==> src/rtl/cvxif_instr_pkg.sv <==
// Shared types for the CV-X-IF issue tracker: decode table entries, the default
// coprocessor instruction table and the head-of-buffer FSM states.
package cvxif_instr_pkg;

  typedef struct packed {
    logic accept;
    logic writeback;
    logic dualwrite;
    logic dualread;
    logic loadstore;
    logic exc;
  } x_issue_resp_t;

  typedef struct packed {
    logic [31:0]   instr;
    logic [31:0]   mask;
    x_issue_resp_t resp;
  } copro_issue_resp_t;

  localparam int unsigned CoproNbInstr = 4;

  // Index 0 sits in the rightmost slot; entry 3 is a catch-all for other custom0
  // encodings and only wins when none of the more specific entries match.
  localparam copro_issue_resp_t [CoproNbInstr-1:0] CoproInstr = {
    copro_issue_resp_t'({32'h0000_000B, 32'h0000_007F, 6'b000001}),
    copro_issue_resp_t'({32'h0000_002B, 32'h0000_007F, 6'b110100}),
    copro_issue_resp_t'({32'h0000_100B, 32'h0000_707F, 6'b100010}),
    copro_issue_resp_t'({32'h0000_000B, 32'h0000_707F, 6'b110000})
  };

  typedef enum logic [1:0] {
    HEAD_IDLE,
    HEAD_EXEC,
    HEAD_RESULT
  } head_state_e;

  function automatic logic instr_match(input copro_issue_resp_t entry,
                                       input logic [31:0] instr);
    return (instr & entry.mask) == entry.instr;
  endfunction

endpackage

==> src/rtl/cvxif_issue_fifo.sv <==
// In-order buffer of accepted instructions. Keeps commit/kill flags per entry and
// exposes per-entry id/valid for duplicate-id rejection and commit matching.
module cvxif_issue_fifo #(
  parameter int unsigned Depth     = 4,
  parameter int unsigned IdWidth   = 3,
  parameter type         payload_t = logic
) (
  input  logic                          clk_i,
  input  logic                          rst_i,
  input  logic                          push_i,
  input  logic [IdWidth-1:0]            push_id_i,
  input  payload_t                      push_data_i,
  input  logic                          pop_i,
  input  logic                          mark_valid_i,
  input  logic [IdWidth-1:0]            mark_id_i,
  input  logic                          mark_kill_i,
  output logic                          full_o,
  output logic                          empty_o,
  output logic [Depth-1:0]              entry_valid_o,
  output logic [Depth-1:0][IdWidth-1:0] entry_id_o,
  output logic [IdWidth-1:0]            head_id_o,
  output payload_t                      head_data_o,
  output logic                          head_committed_o,
  output logic                          head_killed_o
);

  localparam int unsigned AddrWidth = $clog2(Depth);

  logic [AddrWidth:0]            wr_ptr_q, wr_ptr_d, rd_ptr_q, rd_ptr_d, count;
  logic [AddrWidth-1:0]          wr_addr, rd_addr;
  logic [Depth-1:0]              committed_q, committed_d, killed_q, killed_d;
  logic [Depth-1:0][IdWidth-1:0] id_q, id_d;
  payload_t                      data_q [Depth];
  payload_t                      data_d [Depth];

  assign wr_addr          = wr_ptr_q[AddrWidth-1:0];
  assign rd_addr          = rd_ptr_q[AddrWidth-1:0];
  assign count            = wr_ptr_q - rd_ptr_q;
  assign full_o           = (count == (AddrWidth+1)'(Depth));
  assign empty_o          = (count == '0);
  assign entry_id_o       = id_q;
  assign head_id_o        = id_q[rd_addr];
  assign head_data_o      = data_q[rd_addr];
  assign head_committed_o = committed_q[rd_addr];
  assign head_killed_o    = killed_q[rd_addr];

  // A slot is live when its distance from the read pointer is below the fill count.
  always_comb begin
    for (int i = 0; i < Depth; i++) begin
      entry_valid_o[i] = {1'b0, AddrWidth'(i) - rd_addr} < count;
    end
  end

  always_comb begin
    wr_ptr_d    = wr_ptr_q;
    rd_ptr_d    = rd_ptr_q;
    committed_d = committed_q;
    killed_d    = killed_q;
    id_d        = id_q;
    data_d      = data_q;
    if (mark_valid_i) begin
      for (int i = 0; i < Depth; i++) begin
        if (entry_valid_o[i] && (id_q[i] == mark_id_i) && !committed_q[i] && !killed_q[i]) begin
          committed_d[i] = !mark_kill_i;
          killed_d[i]    = mark_kill_i;
        end
      end
    end
    // A commit for the id being pushed this cycle lands directly in the new slot.
    if (push_i) begin
      data_d[wr_addr]      = push_data_i;
      id_d[wr_addr]        = push_id_i;
      committed_d[wr_addr] = mark_valid_i && (mark_id_i == push_id_i) && !mark_kill_i;
      killed_d[wr_addr]    = mark_valid_i && (mark_id_i == push_id_i) && mark_kill_i;
      wr_ptr_d             = wr_ptr_q + (AddrWidth+1)'(1);
    end
    if (pop_i) begin
      rd_ptr_d = rd_ptr_q + (AddrWidth+1)'(1);
    end
  end

  always_ff @(posedge clk_i) begin
    if (rst_i) begin
      wr_ptr_q    <= '0;
      rd_ptr_q    <= '0;
      committed_q <= '0;
      killed_q    <= '0;
    end else begin
      wr_ptr_q    <= wr_ptr_d;
      rd_ptr_q    <= rd_ptr_d;
      committed_q <= committed_d;
      killed_q    <= killed_d;
    end
  end

  always_ff @(posedge clk_i) begin
    id_q   <= id_d;
    data_q <= data_d;
  end

endmodule

==> src/rtl/cvxif_issue_tracker.sv <==
// CV-X-IF coprocessor front end: table-driven issue decode, in-order tracking of
// accepted instructions until commit, fixed-latency execute and result return.
module cvxif_issue_tracker
  import cvxif_instr_pkg::*;
#(
  parameter int unsigned                       NbInstr    = 4,
  parameter copro_issue_resp_t [NbInstr-1:0]   InstrTable = CoproInstr,
  parameter int unsigned                       Depth      = 4,
  parameter int unsigned                       IdWidth    = 3,
  parameter int unsigned                       XLEN       = 32,
  parameter int unsigned                       Latency    = 2
) (
  input  logic               clk_i,
  input  logic               rst_i,
  input  logic               issue_valid_i,
  output logic               issue_ready_o,
  input  logic [31:0]        issue_instr_i,
  input  logic [IdWidth-1:0] issue_id_i,
  input  logic [XLEN-1:0]    issue_rs1_i,
  input  logic [XLEN-1:0]    issue_rs2_i,
  output logic [5:0]         issue_resp_o,
  input  logic               commit_valid_i,
  input  logic [IdWidth-1:0] commit_id_i,
  input  logic               commit_kill_i,
  output logic               result_valid_o,
  input  logic               result_ready_i,
  output logic [IdWidth-1:0] result_id_o,
  output logic [4:0]         result_rd_o,
  output logic [XLEN-1:0]    result_data_o
);

  typedef struct packed {
    logic [4:0]      rd;
    logic            writeback;
    logic [XLEN-1:0] rs1;
    logic [XLEN-1:0] rs2;
  } payload_t;

  // The IDLE cycle that sees the committed head counts as the first execute cycle,
  // so EXEC itself runs Latency-1 cycles, never fewer than one.
  localparam logic [3:0] ExecLoad = (Latency > 0) ? 4'(Latency - 1) : 4'd0;

  x_issue_resp_t                 dec_resp, resp;
  logic                          dup_id, push, pop, full, empty;
  logic [Depth-1:0]              entry_valid;
  logic [Depth-1:0][IdWidth-1:0] entry_id;
  logic [IdWidth-1:0]            head_id;
  payload_t                      push_data, head_data;
  logic                          head_committed, head_killed;
  head_state_e                   state_q, state_d;
  logic [3:0]                    cnt_q, cnt_d;

  // Walk the table from the top so the lowest matching index is written last.
  always_comb begin
    dec_resp = '0;
    for (int i = int'(NbInstr) - 1; i >= 0; i--) begin
      if (instr_match(InstrTable[i], issue_instr_i)) begin
        dec_resp = InstrTable[i].resp;
      end
    end
  end

  always_comb begin
    dup_id = 1'b0;
    for (int i = 0; i < Depth; i++) begin
      if (entry_valid[i] && (entry_id[i] == issue_id_i)) begin
        dup_id = 1'b1;
      end
    end
  end

  always_comb begin
    resp        = dec_resp;
    resp.accept = dec_resp.accept && !full && !dup_id;
  end

  assign issue_ready_o = !full;
  assign issue_resp_o  = resp;
  assign push          = issue_valid_i && issue_ready_o && resp.accept;
  assign push_data     = '{rd: issue_instr_i[11:7], writeback: dec_resp.writeback,
                           rs1: issue_rs1_i, rs2: issue_rs2_i};

  cvxif_issue_fifo #(
    .Depth     (Depth),
    .IdWidth   (IdWidth),
    .payload_t (payload_t)
  ) i_fifo (
    .clk_i            (clk_i),
    .rst_i            (rst_i),
    .push_i           (push),
    .push_id_i        (issue_id_i),
    .push_data_i      (push_data),
    .pop_i            (pop),
    .mark_valid_i     (commit_valid_i),
    .mark_id_i        (commit_id_i),
    .mark_kill_i      (commit_kill_i),
    .full_o           (full),
    .empty_o          (empty),
    .entry_valid_o    (entry_valid),
    .entry_id_o       (entry_id),
    .head_id_o        (head_id),
    .head_data_o      (head_data),
    .head_committed_o (head_committed),
    .head_killed_o    (head_killed)
  );

  always_comb begin
    state_d = state_q;
    cnt_d   = cnt_q;
    pop     = 1'b0;
    unique case (state_q)
      HEAD_IDLE: begin
        if (!empty) begin
          if (head_killed) begin
            pop = 1'b1;
          end else if (head_committed) begin
            state_d = HEAD_EXEC;
            cnt_d   = ExecLoad;
          end
        end
      end
      HEAD_EXEC: begin
        if (cnt_q <= 4'd1) begin
          cnt_d = '0;
          if (head_data.writeback) begin
            state_d = HEAD_RESULT;
          end else begin
            pop     = 1'b1;
            state_d = HEAD_IDLE;
          end
        end else begin
          cnt_d = cnt_q - 4'd1;
        end
      end
      HEAD_RESULT: begin
        if (result_ready_i) begin
          pop     = 1'b1;
          state_d = HEAD_IDLE;
        end
      end
      default: state_d = HEAD_IDLE;
    endcase
  end

  always_ff @(posedge clk_i) begin
    if (rst_i) begin
      state_q <= HEAD_IDLE;
      cnt_q   <= '0;
    end else begin
      state_q <= state_d;
      cnt_q   <= cnt_d;
    end
  end

  assign result_valid_o = (state_q == HEAD_RESULT);
  assign result_id_o    = result_valid_o ? head_id : '0;
  assign result_rd_o    = result_valid_o ? head_data.rd : '0;
  assign result_data_o  = result_valid_o ? (head_data.rs1 + head_data.rs2) : '0;

endmodule
==> config.mk <==
export PLATFORM = sky130hd
export DESIGN_NAME = cvxif_issue_tracker
export DESIGN_NICKNAME = d
export VERILOG_FILES = /design/src/rtl/cvxif_instr_pkg.sv /design/src/rtl/cvxif_issue_fifo.sv /design/src/rtl/cvxif_issue_tracker.sv
export SDC_FILE = /design/constraint.sdc
export NUM_CORES = 1
export LEC_CHECK = 0
export CORE_AREA = 2 2 140 210
export DETAILED_ROUTE_END_ITERATION = 16
export DIE_AREA = 0 0 142 212
export PLACE_DENSITY = 0.75
export RECOVER_POWER = 50
export SLEW_MARGIN = 20
export SYNTH_ARGS = -nofsm -noshare
export SYNTH_HDL_FRONTEND = slang
export SYNTH_HIERARCHICAL = 1
export SYNTH_SLANG_ARGS = --single-unit
==> constraint.sdc <==
create_clock -name clk_i -period 5.8 [get_ports clk_i]
set_input_delay 1.74 -clock clk_i [delete_from_list [all_inputs] [get_ports clk_i]]
set_output_delay 1.74 -clock clk_i [all_outputs]
set_load 0.02 [all_outputs]
* Word-level counts from Yosys, hierarchy flattened
Cells that the tools add are included.
Operators by class: add/subtract/negate cells 9, $mul 0, div/mod/pow operators 0, $lt $le $gt $ge 11, eq/ne operators 21, shift-type cells 0, multiplexer cells 60, bitwise operators 2, reduce and logical (&&, ||, !) cells 41
Operator list (number):
- bitwise mux 280 bit | 1
- two-way mux 70 bit | 3
- binary-select mux 70 bit (select 2 bit) | 1
- demux 70 bit (select 2 bit) | 1
- adder 32 bit | 1
- two-way mux 32 bit | 1
- two-way mux 4 bit | 8
- equality test 3 bit | 9
- logical AND 1 bit | 25
- two-way mux 1 bit | 21
- two-way mux 6 bit | 3
- bitwise mux 12 bit | 1
- < comparator 2 x 3 -> 1 bit | 4
- two-way mux 2 bit | 6
- zero test 1 bit | 11
- equality test 10 x 4 -> 1 bit (second input constant) | 1
- equality test 10 x 8 -> 1 bit (second input constant) | 1
- two-way mux 3 bit | 3
- bitwise mux 4 bit | 2
- != test 2 bit (second input constant) | 4
- case mux 4 bit (2 select lines) | 1
- equality test 7 x 4 -> 1 bit (second input constant) | 1
- equality test 7 x 6 -> 1 bit (second input constant) | 1
- adder 3 x 1 -> 3 bit (second input constant) | 2
- other kinds (26) | 32
Storage, ports and cells: flip-flop bits (word level) 312, latch bits 0, RAM bits 0, memory bits (read-only) 0, input port bits 108, output and inout port bits 48, word-level logic and storage cells 170, memories 0

* Longest topological paths before layout
depth after elaboration 11, depth in mapped cells 17

* Hierarchy
Netlist, hierarchy kept.
By module, submodules not included:
- cvxif_issue_fifo | instances 1, cells each 503, area an instance 11594.9 um2, seq. area each 9048.7 um2
- cvxif_issue_tracker | instances 1, cells each 393, area an instance 2665.1 um2, seq. area each 120.1 um2

* Worst setup path after synthesis
OpenSTA, ideal clock, no wires.
kind reg2reg, start reg i_fifo.rd_ptr_q[1], end reg i_fifo/data_q[0] (netlist name), enable pin, setup time 0.463 ns, arrival 5.455 ns, setup slack -0.119 ns, stages on the path, launching flop included 16, path buffers 4, clock period less this slack 5.919 ns, cells stage by stage dfxtp_1 clkbuf_1 buf_2 buf_1 inv_1 fa_1 inv_1 ha_1 o21bai_1 nand2_1 nand4_1 o2111ai_1 nor2_1 and2_1 and2_1 clkbuf_1
On the way: elaborated cells on any way between the ends 24, classes of those cells 5 x add/sub; 4 x order compare; 1 x eq/ne; 4 x mux; 10 x reduce/logical
RTL lines:
- from (decl) | RTL line cvxif_issue_fifo.sv:29 | logic [AddrWidth:0] wr_ptr_q, wr_ptr_d, rd_ptr_q, rd_ptr_d, count;
- from (signal assigned) | RTL line cvxif_issue_fifo.sv:90 | rd_ptr_q <= rd_ptr_d;
- subtractor 3 bit or subtractor 1 x 2 -> 2 bit (tied branches) | RTL line cvxif_issue_fifo.sv:38, cvxif_issue_fifo.sv:50
- < comparator 2 x 3 -> 1 bit (*) | RTL line cvxif_issue_fifo.sv:50 | entry_valid_o[i] = {1'b0, AddrWidth'(i) - rd_addr} < count;
- net entry_valid[1] | RTL line cvxif_issue_tracker.sv:45 | logic [Depth-1:0] entry_valid;
- logical AND 1 bit (*) | RTL line cvxif_issue_tracker.sv:66 | if (entry_valid[i] && (entry_id[i] == issue_id_i)) begin
- two-way mux 1 bit (*) (3 in a row) | RTL line cvxif_issue_tracker.sv:66
- zero test 1 bit (*) | RTL line cvxif_issue_tracker.sv:74 | resp.accept = dec_resp.accept && !full && !dup_id;
- logical AND 1 bit (*) | RTL line cvxif_issue_tracker.sv:74
- net issue_resp_o[5] | RTL line cvxif_issue_tracker.sv:21 | output logic [5:0] issue_resp_o,
- logical AND 1 bit (*) | RTL line cvxif_issue_tracker.sv:79 | assign push = issue_valid_i && issue_ready_o && resp.accept;
- net push | RTL line cvxif_issue_tracker.sv:44 | logic dup_id, push, pop, full, empty;
- to (signal assigned) | RTL line cvxif_issue_fifo.sv:98 | data_q <= data_d;
- to (decl) | RTL line cvxif_issue_fifo.sv:33 | payload_t data_q [Depth];
Mark *: on every way through the listed nets, which the timed path passes. The rest lies on a longest branch. A chain may end at the register's enable or synchronous reset.

==> flow_metrics.tcl <==
set metrics [dict create \
    status "finished, violations left" \
    violations "capacitance limit, slew limit" \
    synth_ff_type "edfxtp_1" \
    root_buffer "clkbuf_16" \
    rows 76 \
    rsz0062_at_grt "no" \
    worstMarginPinSlew_ps 1970 \
    vdd_drop_max_mv 0.257 \
    grt_overflow 0 \
    ys_top_cells_by_count "edfxtp_1, mux4_2, nor2_1, ha_1, a21oi_1" \
    routed_wl_um 29700 \
    synth_top_cells_by_area "edfxtp_1, mux4_2, ha_1" \
    hold_class "reg2reg" \
    yosysMostFrequentCell "edfxtp_1" \
    grt_antenna_before_repair 3 \
    io_buffers 137 \
    met1_usage 0.243 \
    crit_type "reg2out" \
    cts_max_level 1 \
    synth-seq-cells 312 \
    clockBufferDepth 3 \
    grt_start_max_net_pins 78 \
    gr-max-usage-layer "met2" \
    grt_pass1_wl_um 46500 \
    use_met3 0.0286 \
    p_comb_frac 0.025 \
    initial_core_util 0.502 \
    power.internal_uw 3600 \
    maxSlewViolCount 52 \
    synth_top_area_frac 0.615 \
    switchingPower_uw 854 \
    n_fill_cell 2082 \
    synth_edf_count 292 \
    numCtsBuffers 28 \
    synth_cell_types 67 \
    vias 8350 \
    cp.required_ps 4060 \
    use_met2 0.368 \
    layout-drive-gt1-share 0.199 \
    cp_max_fo 10 \
    p_clk_frac 0.424 \
    fin_area_um2 17400 \
    core_um2 28400 \
    hpwlAfterDp_um 19800 \
    multiInputGateArea_um2 4930 \
    fin_nets 1222 \
    cap_violations 2 \
    avgViaCountPerCell 5.79 \
    fin_total_pwr_uw 4460 \
    gr-usage-all-layers 0.201 \
    netlist_area_um2 14300 \
    cts-hold-fix-buffers 0 \
    syn_avg_cell_area_um2 15.9 \
    drtIter0Drc 431 \
    syn_nets 1051 \
    powerDensity_nw_per_um2 256 \
    die_area_um2 30100 \
    cp-start-kind "register" \
    yosys.area.top_type "edfxtp_1" \
    routedWlPerCell_um 20.6 \
    fin_skew_ps 8.14 \
    slew_headroom -0.311 \
    grt_pass1_vias 8533 \
    yosys_warnings 6 \
    max_freq_mhz 177 \
    path_clk_slew_ps 60 \
    drtPass1Iterations 5 \
    clock_sinks 312 \
    seq_area_frac_synth 0.643 \
    layout.area.seq_um2 9180 \
    ys_async_sr_fraction 0 \
    tns_ps 0 \
    placed_cell_area_um2 16300 \
    cts_tree "yes" \
    ant_nets 0 \
    clkLatencyLatePin_ps 560 \
    p_leak_uw 0.00586 \
    pwr-share-seq 0.551 \
    dieHeight_um 212 \
    io-pin-count 156 \
    switching_share 0.192 \
    post-route-period-util 0.974 \
    end_kind "output port" \
    drc 0 \
    setup-violations-final 0 \
    crit_arrival_ps 3910 \
    hold_viol 0 \
    finalCriticalPeriod_ps 5650 \
    gp_congestion 0.843 \
    synthCells 896 \
    area_growth_pct 22.1 \
    die_w_um 142 \
]
[stage by stage]
stage                     setup slack [ps]  cells  hold slack (ps)   util
after floorplan                        668    896              464      -
after detailed placement              66.4   1380              514  0.574
after CTS                             2.48   1433              526  0.609
final                                  151   1442              524  0.612
after global placement                93.8   1380              497  0.574
after global routing                  1.29   1440              545  0.612
[path summary, 6_finish.rpt]
path / start / endpoint / slack (ps) / depth (start not counted)
worst max-delay path: i_fifo/rd_ptr_q[0] / result_data_o[31] / 150 / 13
worst min-delay path: i_fifo/rd_ptr_q[2] / i_fifo/rd_ptr_q[2] / 520 / 2
worst max register to register: i_fifo/rd_ptr_q[1] / i_fifo/data_q[53] / 430 / 13
worst min register to register: i_fifo/rd_ptr_q[2] / i_fifo/rd_ptr_q[2] / 520 / 2
[final cells by class]
class	count	share of cell area
antenna	2	0.000288
clock buffer	31	0.0421
clock inverter	21	0.0121
inverter	22	0.00474
multi-input combinational	519	0.283
sequential	312	0.527
tap	351	0.0252
timing repair buffer	184	0.105
[layer usage]
layer / share of wire / vias to the layer above
met2: 0.53 / 225
met3: 0.048 / 51
met1: 0.39 / 4198
li1: - / 3876
met4: 0.028 / 0
met5: 0 / -
[worst max-delay path, stage by stage, from the launching register on]
cell	delay [ps]
dfxtp_4	390
buf_12	160
buf_12	160
mux4_2	510
ha_2	400
nand2_1	80
o21ai_1	250
nand3_1	140
nand3_2	160
a41oi_4	150
o31ai_2	230
buf_4	160
mux2i_2	250
clkdlybuf4s15_2	300
[what timing repair did]
item	CTS	global route
pin swaps	5	6
endpoints found under the setup margin	17	16
setup buffers	1	7
gates resized for setup	43	31
[power groups by stage]
stage          registers, uW  logic, uW  clock network (uW)
3_5_place_dp            2510        121                   0
3_3_place_gp            2510        117                   0
5_1_grt                 2460        121                2020
2_1_floorplan           2510       28.7                   0
4_1_cts                 2460        122                1930
6_report                2460        111                1890
[registers in the layout, indices dropped and copies added (netlist names)]
| register | cells |
|---|---|
| state_q | 2 |
| i_fifo/rd_ptr_q | 3 |
| i_fifo/killed_q | 4 |
| cnt_q | 4 |
| i_fifo/entry_id_o | 12 |
| i_fifo/committed_q | 4 |
| i_fifo/data_q | 280 |
| i_fifo/wr_ptr_q | 3 |
[cell usage in the layout (no fill, tap or decap), drive strengths merged, types with 8 or more instances in the layout]
| master | synthesis | layout |
|---|---|---|
| o21ai | 31 | 31 |
| a211oi | 14 | 14 |
| dlygate4sd3 | 0 | 74 |
| a21o | 17 | 17 |
| nand2 | 31 | 31 |
| xnor2 | 25 | 25 |
| inv | 21 | 22 |
| xor2 | 22 | 22 |
| dfxtp | 20 | 20 |
| ha | 45 | 45 |
| clkinv | 1 | 14 |
| nand3 | 18 | 18 |
| nor3 | 19 | 19 |
| edfxtp | 292 | 292 |
| nand4 | 12 | 12 |
| mux4 | 75 | 75 |
| and2 | 21 | 21 |
| mux2i | 8 | 8 |
| a21oi | 38 | 38 |
| nor2 | 56 | 56 |
| clkbuf | 30 | 36 |
| clkdlybuf4s50 | 0 | 44 |
| buf | 13 | 52 |
[cell families (layout without fill, tap and decap cells)]
group / after synthesis / after routing / synth area share
other: 1 / 3 / 0.000263
adder cells (fa/ha/maj): 47 / 47 / 0.0423
multiplexers: 83 / 83 / 0.124
AND/OR/NAND/NOR: 193 / 193 / 0.0691
flip-flops: 312 / 312 / 0.643
AO/OA/AOI/OAI: 147 / 147 / 0.0724
buffers and inverters: 65 / 258 / 0.0183
XOR/XNOR: 48 / 48 / 0.0306
Note: power is estimated with default switching activity, not from simulation.
